[src/rtl/mem_access_stage.sv]
// Memory-access stage: decodes lw/sw in XM and runs one req/ack transaction to the data memory.
// Latency: non-memory ops pass through in zero cycles; lw/sw take IDLE + BUSY (one or more cycles) + DONE.
// Backpressure: mem_stall freezes PC/FD/DX/XM while a transaction is pending; MW_en pulses in DONE.
//
// Ports:
//   clock, reset            rising-edge clock, asynchronous active-low reset
//   XM_IR/XM_output/XM_B    instruction, effective address and store data from the XM latch
//   XM_valid                XM holds a real instruction (0 = bubble)
//   dmem_req/we/addr/wdata  registered request to the data memory, stable while BUSY
//   dmem_ack/dmem_rdata     single-cycle completion pulse with load data
//   q_dmem                  captured load data for the MW data register
//   mem_stall, MW_en        upstream freeze and MW latch enable (MW_en = ~mem_stall)
//   mem_err                 sticky timeout flag
//
// Optional build macro MEM_TIMEOUT_EN: abort a BUSY transaction after TIMEOUT cycles
// without ack (load data reads 32'hDEADBEEF, mem_err set). Without it BUSY waits forever
// and mem_err is tied low. ADDR_W must be less than 32.

module mem_access_stage #(
    parameter int ADDR_W  = 12,
    parameter int TIMEOUT = 255
) (
    input  logic              clock,
    input  logic              reset,
    input  logic [31:0]       XM_IR,
    input  logic [31:0]       XM_output,
    input  logic [31:0]       XM_B,
    input  logic              XM_valid,
    output logic              dmem_req,
    output logic              dmem_we,
    output logic [ADDR_W-1:0] dmem_addr,
    output logic [31:0]       dmem_wdata,
    input  logic              dmem_ack,
    input  logic [31:0]       dmem_rdata,
    output logic [31:0]       q_dmem,
    output logic              mem_stall,
    output logic              MW_en,
    output logic              mem_err
);

    localparam logic [4:0] OP_SW = 5'b00111;
    localparam logic [4:0] OP_LW = 5'b01000;

    typedef enum logic [1:0] {
        IDLE = 2'd0,
        BUSY = 2'd1,
        DONE = 2'd2
    } state_t;

    state_t              state_q, state_d;
    logic                req_q, req_d;
    logic                we_q, we_d;
    logic [ADDR_W-1:0]   addr_q, addr_d;
    logic [31:0]         wdata_q, wdata_d;
    logic [31:0]         rdata_q, rdata_d;
    logic                stall_c;

    logic [4:0] opcode;
    logic       is_sw, is_lw, mem_op;

    assign opcode = XM_IR[31:27];
    assign is_sw  = XM_valid & (opcode == OP_SW);
    assign is_lw  = XM_valid & (opcode == OP_LW);
    assign mem_op = is_sw | is_lw;

    // Only the opcode and the low address bits matter to this stage.
    logic unused_bits;
    assign unused_bits = ^{XM_IR[26:0], XM_output[31:ADDR_W]};

`ifdef MEM_TIMEOUT_EN
    localparam int CNT_W = ($clog2(TIMEOUT + 1) > 8) ? $clog2(TIMEOUT + 1) : 8;
    logic [CNT_W-1:0] cnt_q, cnt_d;
    logic             err_q, err_d;
`endif

    always_comb begin
        state_d = state_q;
        req_d   = req_q;
        we_d    = we_q;
        addr_d  = addr_q;
        wdata_d = wdata_q;
        rdata_d = rdata_q;
        stall_c = 1'b0;
`ifdef MEM_TIMEOUT_EN
        cnt_d   = cnt_q;
        err_d   = err_q;
`endif
        case (state_q)
            IDLE: begin
                stall_c = mem_op;
                if (mem_op) begin
                    addr_d  = XM_output[ADDR_W-1:0];
                    wdata_d = XM_B;
                    we_d    = is_sw;
                    req_d   = 1'b1;
                    state_d = BUSY;
`ifdef MEM_TIMEOUT_EN
                    cnt_d   = '0;
`endif
                end
            end
            BUSY: begin
                stall_c = 1'b1;
                // An ack in the same cycle as the timeout completes normally.
                if (dmem_ack) begin
                    if (!we_q) begin
                        rdata_d = dmem_rdata;
                    end
                    req_d   = 1'b0;
                    state_d = DONE;
                end
`ifdef MEM_TIMEOUT_EN
                // cnt_q counts completed ack-less BUSY cycles, so this fires in BUSY cycle TIMEOUT.
                else if (cnt_q == CNT_W'(TIMEOUT - 1)) begin
                    if (!we_q) begin
                        rdata_d = 32'hDEAD_BEEF;
                    end
                    req_d   = 1'b0;
                    err_d   = 1'b1;
                    state_d = DONE;
                end else begin
                    cnt_d = cnt_q + 1'b1;
                end
`endif
            end
            DONE: begin
                // XM still holds the finished instruction; returning to IDLE
                // without looking at it keeps it from issuing again.
                state_d = IDLE;
            end
            default: begin
                state_d = IDLE;
            end
        endcase
    end

    always_ff @(posedge clock or negedge reset) begin
        if (!reset) begin
            state_q <= IDLE;
            req_q   <= 1'b0;
            we_q    <= 1'b0;
            addr_q  <= '0;
            wdata_q <= '0;
            rdata_q <= '0;
        end else begin
            state_q <= state_d;
            req_q   <= req_d;
            we_q    <= we_d;
            addr_q  <= addr_d;
            wdata_q <= wdata_d;
            rdata_q <= rdata_d;
        end
    end

`ifdef MEM_TIMEOUT_EN
    always_ff @(posedge clock or negedge reset) begin
        if (!reset) begin
            cnt_q <= '0;
            err_q <= 1'b0;
        end else begin
            cnt_q <= cnt_d;
            err_q <= err_d;
        end
    end
    assign mem_err = err_q;
`else
    assign mem_err = 1'b0;
`endif

    assign dmem_req   = req_q;
    assign dmem_we    = we_q;
    assign dmem_addr  = addr_q;
    assign dmem_wdata = wdata_q;
    assign q_dmem     = rdata_q;
    assign mem_stall  = stall_c;
    assign MW_en      = ~stall_c;

endmodule

[config.mk]
export PLATFORM = sky130hd
export DESIGN_NAME = mem_access_stage
export DESIGN_NICKNAME = d
export VERILOG_FILES = /design/src/rtl/mem_access_stage.sv
export SDC_FILE = /design/constraint.sdc
export NUM_CORES = 1
export LEC_CHECK = 0
export ABC_CLOCK_PERIOD_IN_PS = 1650
export CORE_MARGIN = 4
export CORE_UTILIZATION = 36
export DETAILED_ROUTE_END_ITERATION = 10
export PLACE_DENSITY = 0.8
export SLEW_MARGIN = 10
export SYNTH_ARGS = -nofsm -noshare
export SYNTH_HDL_FRONTEND = slang
export SYNTH_SLANG_ARGS = --single-unit
[constraint.sdc]
create_clock -name clock -period 1.65 [get_ports clock]
set_input_delay 0.2475 -clock clock [delete_from_list [all_inputs] [get_ports clock]]
set_output_delay 0.2475 -clock clock [all_outputs]
set_load 0.03 [all_outputs]
-- Word-level counts from Yosys, hierarchy flattened
Cells that the tools add are included.
- logic and storage cells: 29
- output and inout bits: 81
- register bits after elaboration: 80
- input port bits: 132
- bitwise logic cells: 5
- equality and inequality tests: 5
- multiplexer cells: 7
- reductions and logical operators: 6
- operator list (kind ; count):
    AND reduction 3 bit ; 2
    == test 5 x 3 -> 1 bit, second input constant ; 1
    == test 5 x 4 -> 1 bit, second input constant ; 1
    2-to-1 mux 2 bit ; 2
    inequality test 2 bit, second input constant ; 2
    one-hot mux 1 bit (2 select lines) ; 2
    one-hot mux 2 bit (2 select lines) ; 1
    AND reduction 2 bit ; 2
    bitwise AND 1 bit ; 2
    == test 2 x 1 -> 1 bit, second input constant ; 1
    logical NOT 2 bit ; 1
    2-to-1 mux 1 bit ; 2
    inverter 1 bit ; 2
    nonzero test 2 bit ; 1
    OR 1 bit ; 1

-- Logic depth before layout (Yosys ltp)
- depth in word-level cells: 5
- mapped depth: 4
- depth with buffers taken out: 3

-- Worst setup path before layout
No wires, ideal clock.
- path type: input port to output port
- from: input XM_IR[27]
- to: output mem_stall
- data arrival time: 1304 ps
- path slack: 99 ps
- stages on the path: 3
- path through: nor4b_2 -> o21ai_0 -> a21oi_1
- word-level cells in the longest chain between the ends: 4
- RTL lines (what ; line ; text):
    from (decl) ; 25 ; input logic [31:0] XM_IR,
    == test 5 x 3 -> 1 bit / == test 5 x 4 -> 1 bit (equally long branches) ; 62, 63 ;
    bitwise AND 1 bit (on tied branches) ; 62, 63 ;
    OR 1 bit (*) ; 64 ; assign mem_op = is_sw | is_lw;
    one-hot mux 1 bit (2 select lines) (*) ; 88 ; case (state_q)
    to (decl) ; 36 ; output logic mem_stall,
Every way passes the cells marked *; elsewhere a longest branch is shown, timed or not.

-- Worst setup path in the final report
- from: input XM_IR[31]
- to: register we_q (netlist: dmem_we)
- word-level cells in the longest chain between the ends: 4
- RTL lines (what ; line ; text):
    == test 5 x 3 -> 1 bit / == test 5 x 4 -> 1 bit (equally long branches) ; 62, 63 ;
    bitwise AND 1 bit (on tied branches) ; 62, 63 ;
    OR 1 bit ; 64 ;
    AND reduction 2 bit (no line) ; -- ;
    to (signal assigned) ; 148 ; we_q <= we_d;
    to (decl) ; 52 ; logic we_q, we_d;
Parallel ways exist; a longest one is shown, timed or not.
A chain may end at the register's enable or synchronous reset.

==> summary.txt <==
Floorplan
  – Core Region: 8721 um^2
  – # rows: 34
  – Die extent in y: 102.8 um
  – Starting Density: 0.3709
  – Die W: 102.8 um
  – Die ar.: 10560 um^2
  – I/O pin total: 213

Synth
  – Syn Nets: 316
  – Synth warnings: 0
  – Syn avg cell area: 17.58 um^2
  – Post-Syn Instances: 184
  – Yosys reg bits: 80
  – Post-Syn Area: 3234 um^2
  – Synth cell types: 22
  – Post-synthesis sequential area ratio: 0.6190

STA
  – WHS: 0.3021 ns
  – Final worst slack: -0.005139 ns
  – RSZ-0062 raised after global routing: yes
  – Period utilization: 1.003
  – Fin Clk Skew: 0.009659 ns
  – Min Tclk post-route: 1.655 ns
  – Final Slew Violations: 0
  – Hold Violations, Final: 0
  – Peak Freq: 604.2 MHz
  – # setup viols final: 1

Clock tree
  – Cts bufs inserted: 9
  – CTS clock-pin slew for the worst setup and hold paths: 0.08 ns
  – CTS sink count: 80
  – CTS tree: built
  – CTS H-tree lvls: 3
  – CTS root buf: clkbuf_8
  – Worst skew pair latency: 0.33 ns
  – Clock tree buffer depth: 2

Finish
  – Nets: 497
  – End-of-flow core utilization: 0.6141
  – # diodes: 0
  – Share of cells above drive strength 1: 0.3117
  – Most frequent cells in the layout: 86 x clkdlybuf4s50_1, 79 x dfrtp_1, 47 x dlymetal6s2s_1
  – Commonest non-fill, non-tap cell in the layout: clkdlybuf4s50_1
  – Fin cells: 477
  – P&R area growth vs syn: 65.57%
  – Filler cells: 681

Setup path
  – WP data required: 1.88 ns
  – Crit Path Max Fanout: 2
  – CP bufs+invs: 2
  – Startpoint Class: primary input
  – CP max stage cell: clkdlybuf4s50_1
  – Arr. time, crit path: 1.89 ns
  – Crit-path cells: clkdlybuf4s50_1 > nor4b_4 > buf_4 > or4b_1 > a22o_1
  – Slowest stage delay, CP: 0.46 ns
  – Crit end category: register
  – CP Class: primary input to register
  – Delay-heaviest family, CP: simple AND/OR/NAND/NOR gates

Global route
  – Vias in the first global route: 2355
  – Pin count of the biggest net entering global routing: 44
  – GRT Residual Overflow: 0
  – Total global-route track usage: 0.1465
  – Initial antenna violation count: 0
  – First-pass GRT wire length: 11840 um

Drt
  – Via count: 2205
  – Drt drc: 0
  – TritonRoute pass-1 iters: 4
  – WL/cell: 16.95 um
  – Vias per Instance: 4.623
  – Final ANT Viol Nets: 0
  – Initial DRC count: 44
  – Total wire length: 8087 um

Flow run
  – Number of max-cap violations: 0

Placement
  – Placed cells: 455
  – IO buf count: 164
  – DP Wirelength: 5948 um
  – Gpl congestion: 0.7356

Worst hold path
  – HP Class: primary input to asynchronous set/reset pin

Power
  – Power per Cell Area: 1205 nW/um^2
  – P_leak: 3.077 nW
  – VDD IR max: 0.5918 mV

Run status
  – Failing checks: setup timing
  – Outcome: finished, violations left
## power by group
part	internal (mW)	switching (mW)	leakage, nW
clock	0.530	0.689	0.0769
combinational	1.25	1.34	1.99
sequential	2.41	0.233	1.00
## cell families after synthesis
logic type,count (synthesis),share of synthesized area
flops,80,0.6190
other cells,1,0.001159
buf+inv,11,0.02669
compound gates,7,0.01857
simple gates,9,0.02592
mux,76,0.3087
## area by class of cell
cell class / count / area, um^2 / area share
multi-input combinational: 93 / 1166 / 0.2178
timing repair buffer: 178 / 1878 / 0.3507
clock buffer: 9 / 123.9 / 0.02313
sequential: 80 / 2003 / 0.3741
inverter: 3 / 11.26 / 0.002103
clock inverter: 6 / 37.54 / 0.007009
tap: 108 / 135.1 / 0.02523
## sequential cells by signal, indices dropped and copies added, names as in the netlist
signal and count:
dmem_addr 12, dmem_req 1, dmem_wdata 32, dmem_we 1, q_dmem 32, state_q 2
## repair_timing
action	CTS	global route
hold endpoints to repair	11	0
setup buffers	6	1
gates resized for setup	36	48
setup endpoints to repair	71	75
pin swaps	6	1
gates cloned	1	0
hold buffers	1	0
## per-stage QoR
stage | TNS (ns) | total power [mW] | setup slack, ns | instance area [um^2]
2_1_floorplan | 0 | 4.138 | 0.09854 | 3234
3_3_place_gp | -14.28 | 5.398 | -0.4309 | 5034
3_5_place_dp | -17.49 | 5.449 | -0.4470 | 5034
4_1_cts | -0.01832 | 6.602 | -0.01832 | 5265
5_1_grt | -0.2623 | 6.773 | -0.09772 | 5355
6_report | -0.005139 | 6.454 | -0.005139 | 5355
## synth_stat cells
library cell,number,area share
dfrtp_1,80,0.62
mux2_2,38,0.13
mux2_4,38,0.18
buf_4,4,0.0093
buf_6,4,0.014
inv_1,3,0.0035
nand2_1,2,0.0023
a21o_1,1,0.0023
a21oi_1,1,0.0015
a22o_1,1,0.0027
a41o_1,1,0.0031
and4b_1,1,0.0031
conb_1,1,0.0012
nand3b_1,1,0.0023
nor2_1,1,0.0012
nor2b_1,1,0.0019
nor4b_2,1,0.0046
nor4b_4,1,0.0073
o21ai_0,1,0.0015
o21ai_4,1,0.0050
o31ai_1,1,0.0023
or4b_1,1,0.0031
## path summary, 6_finish.rpt
kind / to / start / cells past startpoint / slack (ns)
setup / recovery: dmem_we / XM_IR[31] / 5 / -0.005
hold / removal: dmem_addr[4] / reset / 2 / 0.30
setup reg to reg: dmem_we / state_q[0] / 4 / 0
hold reg to reg: dmem_req / dmem_req / 2 / 0.48
max in group asynchronous: state_q[1] / reset / 3 / 0.74
min in group clock: dmem_we / XM_IR[27] / 2 / 0.38
## routing by layer
layer	vias up	track usage	part of all wire
li1	1019	-	-
met1	1071	0.1740	0.39
met2	103	0.2428	0.48
met3	12	0.05345	0.11
met4	0	0.05777	0.016
met5	-	0	0
Power figures use the tool's default switching activity.
